### src/rtl/serial_word_loader.sv
// serial_word_loader: framed MSB-first serial-to-parallel loader with a one-cycle write strobe
module serial_word_loader #(
  parameter int N = 16
) (
  input  logic         clk,
  input  logic         Reset,
  input  logic         Start,
  input  logic         Abort,
  input  logic         serIn,
  input  logic         serValid,
  output logic [N-1:0] nBitOut,
  output logic         WE,
  output logic         Busy
);
  localparam int CW = $clog2(N);
  typedef enum logic [1:0] {IDLE, SHIFT, LOAD} state_t;
  state_t        state;
  logic [N-1:0]  sr;
  logic [CW-1:0] cnt;
  logic [N-1:0]  nxt;
  assign nxt = {sr[N-2:0], serIn};
  always_ff @(posedge clk) begin
    if (Reset) begin
      state   <= IDLE;
      sr      <= '0;
      cnt     <= '0;
      nBitOut <= '0;
      WE      <= 1'b0;
      Busy    <= 1'b0;
    end else begin
      case (state)
        IDLE: if (Start) begin
          state <= SHIFT;
          sr    <= '0;
          cnt   <= '0;
          Busy  <= 1'b1;
        end
        SHIFT: if (Abort) begin
          state <= IDLE;
          cnt   <= '0;
          Busy  <= 1'b0;
        end else if (serValid) begin
          sr <= nxt;
          if (cnt == CW'(N - 1)) begin
            nBitOut <= nxt;
            state   <= LOAD;
            WE      <= 1'b1;
          end else cnt <= cnt + 1'b1;
        end
        LOAD: begin
          state <= IDLE;
          WE    <= 1'b0;
          Busy  <= 1'b0;
        end
        default: begin
          state <= IDLE;
          WE    <= 1'b0;
          Busy  <= 1'b0;
        end
      endcase
    end
  end
endmodule

### config.mk
export PLATFORM = sky130hd
export DESIGN_NAME = serial_word_loader
export DESIGN_NICKNAME = d
export VERILOG_FILES = /design/src/rtl/serial_word_loader.sv
export SDC_FILE = /design/constraint.sdc
export NUM_CORES = 1
export LEC_CHECK = 0
export ABC_CLOCK_PERIOD_IN_PS = 3600
export BUFFER_PORTS_ARGS = -buffer_cell sky130_fd_sc_hd__buf_4
export CORE_ASPECT_RATIO = 0.7
export CORE_MARGIN = 4
export CORE_UTILIZATION = 60
export CTS_BUF_LIST = sky130_fd_sc_hd__clkbuf_8
export CTS_CLUSTER_DIAMETER = 50
export DETAILED_ROUTE_END_ITERATION = 10
export HOLD_SLACK_MARGIN = 0.05
export PLACE_DENSITY_LB_ADDON = 0.3
export SYNTH_ARGS = -nofsm -noshare
export SYNTH_HDL_FRONTEND = slang
export SYNTH_SLANG_ARGS = --single-unit
### constraint.sdc
create_clock -name clk -period 3.6 [get_ports clk]
set_clock_uncertainty 0.15 [all_clocks]
set_input_delay 0.72 -clock clk [delete_from_list [all_inputs] [get_ports clk]]
set_output_delay 0.72 -clock clk [all_outputs]
set_load 0.02 [all_outputs]
==> flow_summary.ini, run 1 <==
[status]
status = finished clean

[placed_design]
io_buffer_count = 23
dp.cells = 199
dpl_worst_slack_ns = 1.26
place.gp.congestion = 0.808
place_hpwl_um = 2170

[yosys]
synth_compound_area_share_pct = 13.0
syn-num-nets = 160
syn_area_um2 = 1610
synth_edf_count = 0
synth_xor_area_share_pct = 0
ys_seq_elements = 39
synth-async-reset-ratio_pct = 0
syn-mean-instance-area_um2 = 10.5
synth_top_family_by_area = simple AND/OR/NAND/NOR gates
yosys.area_share.adder_pct = 0.776
synth-simple-area-share_pct = 23.0
synth_flop_cell = dfxtp_1
yosys_warnings = 0
syn_inst = 153
yosys.cell_types.count = 31
synth_mux_area_share_pct = 10.6
synth-seq-area-share_pct = 48.4

[worst_setup_path]
crit_slowest_cell = nor3_2
max_stage_delay_ns = 0.84
crit_cells = 4
worst-setup-path-type = flop to flop
cp-start-kind = flop
crit_chain = ha_1, nand3_1, nor3_2, mux2i_1
cp_num_buf_inv = 0
crit_family = simple AND/OR/NAND/NOR gates
required_ns = 3.67
cp-end-kind = flop
r2r_cells = 4
cp_max_fo = 10
crit_arrival_ns = 2.16

[clock_network]
hold_buffers = 0
post_cts_buffers = 0
cts_resized = 0
cts_sinks = 39
htree_levels = 2
cts_root_buf = clkbuf_8
clk_pin_slew_ns = 0.07
cts_tree = done
clk_path_buf_depth = 2
numCtsBuffers = 5
insertion_delay_ns = 0.29

[route]
drc_errors = 0
post_drt_wl_per_cell_um = 15.1
drt-initial-drc-count = 64
wl_um = 3110
vias = 1185
drt.antenna.violating_nets = 0
dr.pass1.iters = 4
vias_per_cell = 5.75

[global_routing]
grt_max_degree = 40
grt_antenna_before_repair = 0
grt-ovfl-total = 0
grt_pass1_wl_um = 5220
track_usage_pct = 18.8
grt_pass1_vias = 1128

[pwr]
swShare_pct = 20.4
intPower_uw = 651
p_clk_share_pct = 41.8
power.share.sequential_pct = 53.4
switching_power_uw = 167
p_leak_uw = 0.000723
power_density_nw_per_um2 = 435
peakVddDrop_mv = 0.357
p_comb_share_pct = 4.7

[job]
cap_violations = 0

[min_path]
whs_path_depth = 1
worstHoldPathType = flop to flop

[sta]
hold_viol = 0
tns_ns = 0
slew_headroom_pct = 32.4
worst_pin_slew_ns = 1.01
final_max_slew_viol_count = 0
fin_ws_ns = 1.51
clock.fmax_mhz = 478
period_needed_ns = 2.09
rsz0062_at_grt = no
finalCritPeriodShare_pct = 58.2
finalSetupViolCount = 0

[floorplan]
io_pins = 24
rows = 15
core_um2 = 2510
die_w_um = 70.0
initial_utilization_pct = 64.1
dieArea_um2 = 3590
die_y_um = 51.4

[finish]
final_cell_mix = 39 x dfxtp_1, 34 x nand2b_1, 23 x buf_4
nets = 179
diodes = 0
synthToLayoutAreaGrowth_pct = 16.4
drive_above_1_share_pct = 19.2
final-instance-count-excl-fill = 206
final_common_cell = dfxtp_1
-- power groups by stage --
stage          Clock, µW  Combinational [µW]  Sequential, µW
2_1_floorplan          0                27.9             446
3_3_place_gp           0                37.6             446
3_5_place_dp           0                38.7             447
4_1_cts              348                38.8             437
5_1_grt              364                42.0             437
6_report             342                38.7             437
-- state kept, by name, indices dropped and copies added (netlist names) --
signal and count:
Busy 1, WE 1, cnt 4, nBitOut 16, sr 15, state 2
-- final cells by class --
class / count / area [µm²]
flip-flops and latches: 39 / 781
repair buffers: 23 / 173
clock buffers: 5 / 68.8
well taps: 34 / 42.5
multi-input cells: 100 / 768
fillers: 181 / 637
clock inverters: 2 / 33.8
inverters: 3 / 11.3
-- Yosys cell counts, types with 2 or more instances --
| cell | instances | area [µm²] |
|---|---|---|
| nand2b_1 | 34 | 213 |
| o2bb2ai_1 | 15 | 131 |
| nor3_1 | 2 | 10.0 |
| and3_1 | 3 | 18.8 |
| nor2_1 | 2 | 7.51 |
| clkbuf_1 | 5 | 18.8 |
| buf_2 | 4 | 20.0 |
| nand3b_1 | 4 | 30.0 |
| nand3_1 | 2 | 10.0 |
| mux2i_1 | 17 | 170 |
| o22ai_1 | 3 | 18.8 |
| a21oi_1 | 2 | 10.0 |
| nand4b_1 | 2 | 17.5 |
| dfxtp_1 | 39 | 781 |
| inv_1 | 3 | 11.3 |
-- kinds of logic (layout without fill, tap and decap cells) --
logic type                 after synthesis  after routing
adders and majority gates                1              1
AOI/OAI and AO/OA                       26             26
buffers and inverters                   14             33
DFF                                     39             39
muxes                                   17             17
and+or+nand+nor                         56             56
-- per-stage QoR --
step | hold WS [ns] | total power, µW | area [µm²] | util, %
global placement | 0.289 | 484 | 1780 | 70.6
detailed placement | 0.301 | 485 | 1780 | 70.6
finish | 0.315 | 817 | 1880 | 74.7
global route | 0.327 | 843 | 1880 | 74.7
floorplan | 0.283 | 474 | 1610 | -
CTS | 0.318 | 823 | 1880 | 74.7
-- metal layers --
layer  vias to the layer above  track usage, %  share of wire (%)
met3                        10            5.89                7.7
met5                         -               0                  0
met4                         0            6.69                1.8
met1                       551            24.2                 44
met2                        43            29.8                 47
li1                        581               -                  -
-- path summary, 6_finish.rpt --
check / startpoint / to / slack (ns)
min reg2reg: sr[0] / sr[1] / 0.31
max reg2reg: cnt[0] / nBitOut[7] / 1.51
min: sr[0] / sr[1] / 0.31
max: cnt[0] / nBitOut[7] / 1.51
No activity file was read; power rests on OpenSTA's default activity.
==> inputs of run 2 (changes only) <==
--- a/config.mk
+++ b/config.mk
@@ -5,11 +5,12 @@
 export SDC_FILE = /design/constraint.sdc
 export NUM_CORES = 1
 export LEC_CHECK = 0
-export ABC_CLOCK_PERIOD_IN_PS = 3600
+export ABC_AREA = 1
+export ABC_CLOCK_PERIOD_IN_PS = 2100
 export BUFFER_PORTS_ARGS = -buffer_cell sky130_fd_sc_hd__buf_4
 export CORE_ASPECT_RATIO = 0.7
 export CORE_MARGIN = 4
-export CORE_UTILIZATION = 60
+export CORE_UTILIZATION = 58
 export CTS_BUF_LIST = sky130_fd_sc_hd__clkbuf_8
 export CTS_CLUSTER_DIAMETER = 50
 export DETAILED_ROUTE_END_ITERATION = 10
==> constraint.sdc (replaced) <==
create_clock -name clk -period 2.1 [get_ports clk]
set_clock_uncertainty 0.15 [all_clocks]
set_input_delay 0.42 -clock clk [delete_from_list [all_inputs] [get_ports clk]]
set_output_delay 0.42 -clock clk [all_outputs]
set_load 0.02 [all_outputs]
==> flow_summary.ini, run 2 <==
[placed_design]
dp.cells = 259
place_hpwl_um = 2140
io_buffer_count = 23
place.gp.congestion = 0.857

[worst_setup_path]
regToRegEndpoint = nBitOut[2]
crit_arrival_ns = 1.64
timing.rr.start = state[1]
rrSetupSlack_ns = 0.47
worst-setup-path-type = flop to flop
cp-endpoint = nBitOut[2]
cp-start-kind = flop
r2r_cells = 6
cp_max_fo = 17
cp-end-kind = flop
required_ns = 2.10
critPathLaunch = state[1]

[yosys]
yosysMostFrequentCell = nand2_1
synth_area_leader_cell = dfxtp_1
ys_seq_elements = 39
synth-seq-area-share_pct = 49.3
syn_area_um2 = 1580
synthTopCellsByArea = dfxtp_1 49%, nand2_1 15%, a21oi_1 11%, nand3_1 7.6%, nor2_1 3.6%
syn-num-nets = 217
synth_flop_cell = dfxtp_1
syn-mean-instance-area_um2 = 7.54
syn_inst = 210
yosys.cell_types.count = 20
synth_edf_count = 0
synthTopCellsByCount = 63 x nand2_1, 39 x dfxtp_1, 35 x a21oi_1, 24 x nand3_1, 15 x nor2_1
yosys_warnings = 0
synth-async-reset-ratio_pct = 0
yosysTopAreaCellShare_pct = 49.3

[route]
post_drt_wl_per_cell_um = 11.8
drc_errors = 0
drt.antenna.violating_nets = 0
wl_met1_um = 1510
dr.max_layer_used = met4
wl_met3_um = 254
wl_um = 3130
wl_met2_um = 1330
dr.pass1.iters = 4
vias_per_cell = 5.26
vias = 1393
drt-initial-drc-count = 92

[pwr]
power_density_nw_per_um2 = 711
peakVddDrop_mv = 0.383
p_leak_uw = 0.000731

[finish]
largest_register = nBitOut
final_cell_mix = 63 x nand2_1, 39 x dfxtp_1, 35 x a21oi_1
diodes = 0
final_common_cell = nand2_1
synthToLayoutAreaGrowth_pct = 14.6
largest_reg_flops = 16
drive_above_1_share_pct = 16.9
final-instance-count-excl-fill = 265
nets = 239
reg_top3 = nBitOut x16, sr x15, cnt x4

[floorplan]
rows = 15
die_w_um = 70.4
initial_utilization_pct = 62.5
die_y_um = 51.7
io_pins = 24
dieArea_um2 = 3640
core_um2 = 2530

[sta]
rsz0062_at_grt = no
finalCritPeriodShare_pct = 77.8
final_max_slew_viol_count = 0
finalSetupViolCount = 0
slew_headroom_pct = 76.9
period_needed_ns = 1.63
clock.fmax_mhz = 612
worst_pin_slew_ns = 0.346
hold_viol = 0
tns_ns = 0

[clock_network]
numCtsBuffers = 5
cts_root_buf = clkbuf_8
insertion_delay_ns = 0.28
cts_sinks = 39
cts_tree = done
hold_buffers = 0
clk_path_buf_depth = 2
clk_pin_slew_ns = 0.07
cts_resized = 0
htree_levels = 2
post_cts_buffers = 0

[global_routing]
grt-ovfl-total = 0
grt_pass1_vias = 1244
grt_pass1_wl_um = 5380
track_usage_pct = 18.4
grt_max_degree = 37
grt_antenna_before_repair = 0

[status]
status = finished clean

[job]
cap_violations = 0

[min_path]
worstHoldPathType = input pin to flop
## run 2: cell count changes in the layout (fill, tap and decap cells not counted), sizes merged, moves of 5 or more
cell,previous run,this run
nor2,2,17
mux2i,17,0
nand2b,34,0
a21oi,3,35
o2bb2ai,15,0
inv,4,14
nand3b,5,0
nand2,0,65
nand3,2,25
## run 2: layout make-up
cell class              instances  area, µm²
fillers                       207        719
clock inverters                 1       3.75
inverters                      13       48.8
flip-flops and latches         39        781
multi-input cells             148        682
clock buffers                   5       68.8
repair buffers                 25        188
well taps                      34       42.5
## run 2: where the power goes
group | switching, µW | total (µW) | internal [µW]
logic | 61.6 | 90.2 | 28.6
clock network | 227 | 444 | 216
registers | 8.71 | 756 | 748
total | 298 | 1290 | 993
## run 2: layer usage
layer | track usage [%] | vias up
li1 | - | 718
met1 | 25.2 | 619
met2 | 27.6 | 50
met3 | 5.79 | 6
met4 | 6.05 | 0
met5 | 0 | -
## run 2: through the flow
| stage | setup WS, ns | util, % | hold slack [ns] | cell area, µm² | total power, µW |
|---|---|---|---|---|---|
| 2_1_floorplan | 0.666 | - | 0.290 | 1580 | 843 |
| 3_3_place_gp | 0.407 | 68.7 | 0.299 | 1740 | 859 |
| 3_5_place_dp | 0.332 | 68.7 | 0.305 | 1740 | 863 |
| 4_1_cts | 0.499 | 71.6 | 0.269 | 1810 | 1300 |
| 5_1_grt | 0.345 | 71.6 | 0.282 | 1810 | 1350 |
| 6_report | 0.467 | 71.6 | 0.274 | 1810 | 1290 |
## run 2: worst min-delay path by stage
stage,endpoint,start,depth (start not counted)
after floorplan,sr[14],sr[14],2
after global placement,nBitOut[12],nBitOut[12],2
after detailed placement,nBitOut[13],nBitOut[13],2
after CTS,sr[0],serIn,3
after global routing,sr[0],serIn,3
final,sr[0],serIn,3
## run 2: cells by family (layout without fill, tap and decap cells)
group / Yosys count / count (layout) / synth area share (%)
simple gates: 110 / 110 / 30.6
flops: 39 / 39 / 49.3
compound gates: 37 / 37 / 11.7
buf+inv: 23 / 44 / 7.59
fa+ha+maj: 1 / 1 / 0.790
## run 2: worst max-delay path: stages (launching register included)
cell and delay, ns:
dfxtp_1 0.34, inv_2 0.11, nand3_2 0.16, nor2_8 0.26
nand2_2 0.28, nand2_1 0.14, a21oi_1 0.06
==> inputs of run 3 (changes only) <==
--- a/config.mk
+++ b/config.mk
@@ -5,8 +5,8 @@
 export SDC_FILE = /design/constraint.sdc
 export NUM_CORES = 1
 export LEC_CHECK = 0
-export ABC_AREA = 1
-export ABC_CLOCK_PERIOD_IN_PS = 2100
+export ABC_AREA = 0
+export ABC_CLOCK_PERIOD_IN_PS = 1600
 export BUFFER_PORTS_ARGS = -buffer_cell sky130_fd_sc_hd__buf_4
 export CORE_ASPECT_RATIO = 0.7
 export CORE_MARGIN = 4
==> constraint.sdc (replaced) <==
create_clock -name clk -period 1.6 [get_ports clk]
set_clock_uncertainty 0.15 [all_clocks]
set_input_delay 0.32 -clock clk [delete_from_list [all_inputs] [get_ports clk]]
set_output_delay 0.32 -clock clk [all_outputs]
set_load 0.02 [all_outputs]
==> flow_summary.ini, run 3 (synthesis results as in run 1) <==
[clock_network]
clk_path_buf_depth = 2
cts_root_buf = clkbuf_8
htree_levels = 2
numCtsBuffers = 5
clk_pin_slew_ns = 0.07
post_cts_buffers = 0
cts_tree = done
hold_buffers = 0
cts_sinks = 39
insertion_delay_ns = 0.29

[sta]
fin_ws_ns = 0.0511
finalSetupViolCount = 0
final_max_slew_viol_count = 0
hold_viol = 0
finalCritPeriodShare_pct = 96.8
slew_headroom_pct = 67.5
clock.fmax_mhz = 646
worst_pin_slew_ns = 0.486
period_needed_ns = 1.55

[placed_design]
place.gp.congestion = 0.836
placed_area_um2 = 1850
place_hpwl_um = 2300
dp.cells = 207
dpl_worst_slack_ns = -0.0843
io_buffer_count = 23

[floorplan]
rows = 15
initial_utilization_pct = 63.2
die_y_um = 52.1
core_um2 = 2550
die_w_um = 71.0
io_pins = 24
dieArea_um2 = 3700

[route]
vias_per_cell = 5.84
vias = 1262
drt-initial-drc-count = 101
wl_um = 3570
drc_errors = 0
post_drt_wl_per_cell_um = 16.5
drt.antenna.violating_nets = 0
dr.pass1.iters = 4

[worst_setup_path]
max_stage_delay_ns = 0.37
cp_max_fo = 5
crit_chain = ha_4, nand3_4, nor3_4, clkbuf_16, mux2i_1
required_ns = 1.67
cp-end-kind = flop
cp-start-kind = flop
crit_arrival_ns = 1.61
crit_slowest_cell = dfxtp_4
cp_num_buf_inv = 1
worst-setup-path-type = flop to flop
crit_family = simple AND/OR/NAND/NOR gates

[finish]
synthToLayoutAreaGrowth_pct = 23.8
reg_top3 = nBitOut x16, sr x15, cnt x4
diodes = 0
final_cell_mix = 37 x dfxtp_1, 34 x nand2b_1, 30 x buf_4
largest_register = nBitOut
final_common_cell = dfxtp_1
nets = 188
drive_above_1_share_pct = 26.4
largest_reg_flops = 16
fin_util_pct = 78.2
final_area_um2 = 2000
final-instance-count-excl-fill = 216

[global_routing]
track_usage_pct = 20.1
grt_pass1_wl_um = 5710
grt_max_degree = 40
grt_antenna_before_repair = 0
grt_pass1_vias = 1198
grt-ovfl-total = 0

[job]
cap_violations = 0

[pwr]
power_density_nw_per_um2 = 851
total_power_uw = 1700
p_leak_uw = 0.000774
peakVddDrop_mv = 0.619

[status]
status = finished clean

[min_path]
worstHoldPathType = input pin to flop
run 3: changes by cell type in the layout (fill, tap and decap cells not counted), moves of 3 or more:
cell	before	now
buf_4	25	30
o2bb2ai_1	0	15
nand3_1	24	1
nand3b_1	0	4
inv_2	3	0
nand2b_1	0	34
inv_1	11	5
nand2_1	63	0
o22ai_1	0	3
nor2_1	15	2
mux2i_1	0	17
a21oi_1	35	2
run 3: final timing paths:
kind	start	cells past startpoint	slack, ns	endpoint
worst max-delay path	cnt[0]	5	0.05	nBitOut[7]
worst min-delay path	serIn	2	0.1	sr[0]
worst max register to register	cnt[0]	5	0.05	nBitOut[7]
worst min register to register	sr[2]	1	0.31	sr[3]
run 3: layout make-up:
class                           count  area, µm²
Clock buffer                        5       68.8
Clock inverter                      3       12.5
Fill cell                         179        556
Inverter                            3       11.3
Multi-Input combinational cell    100        806
Sequential cell                    39        786
Tap cell                           34       42.5
Timing Repair Buffer               32        270
run 3: timing repair:
| item | in CTS | in global routing |
|---|---|---|
| pin swaps | 1 | 1 |
| resized for setup | 2 | 9 |
| setup endpoints to repair | 9 | 16 |
| cloned | 0 | 1 |
run 3: metal layers:
layer	share of wire (%)	track usage, %	vias to the layer above
met2	47	34.0	47
met3	7.1	5.79	4
met5	0	0	-
met1	45	24.2	615
met4	0.81	8.44	0
li1	-	-	596
run 3: stage by stage:
| stage | hold WS [ns] | TNS [ns] |
|---|---|---|
| final | 0.0998 | 0 |
| after global routing | 0.107 | -0.0680 |
| after CTS | 0.0993 | 0 |
| after detailed placement | 0.292 | -0.423 |
| after global placement | 0.290 | 0 |
| after floorplan | 0.283 | 0 |
run 3: power by group:
group / internal, µW / switching, µW
Clock: 293 / 323
Combinational: 48.1 / 55.4
Sequential: 974 / 6.40
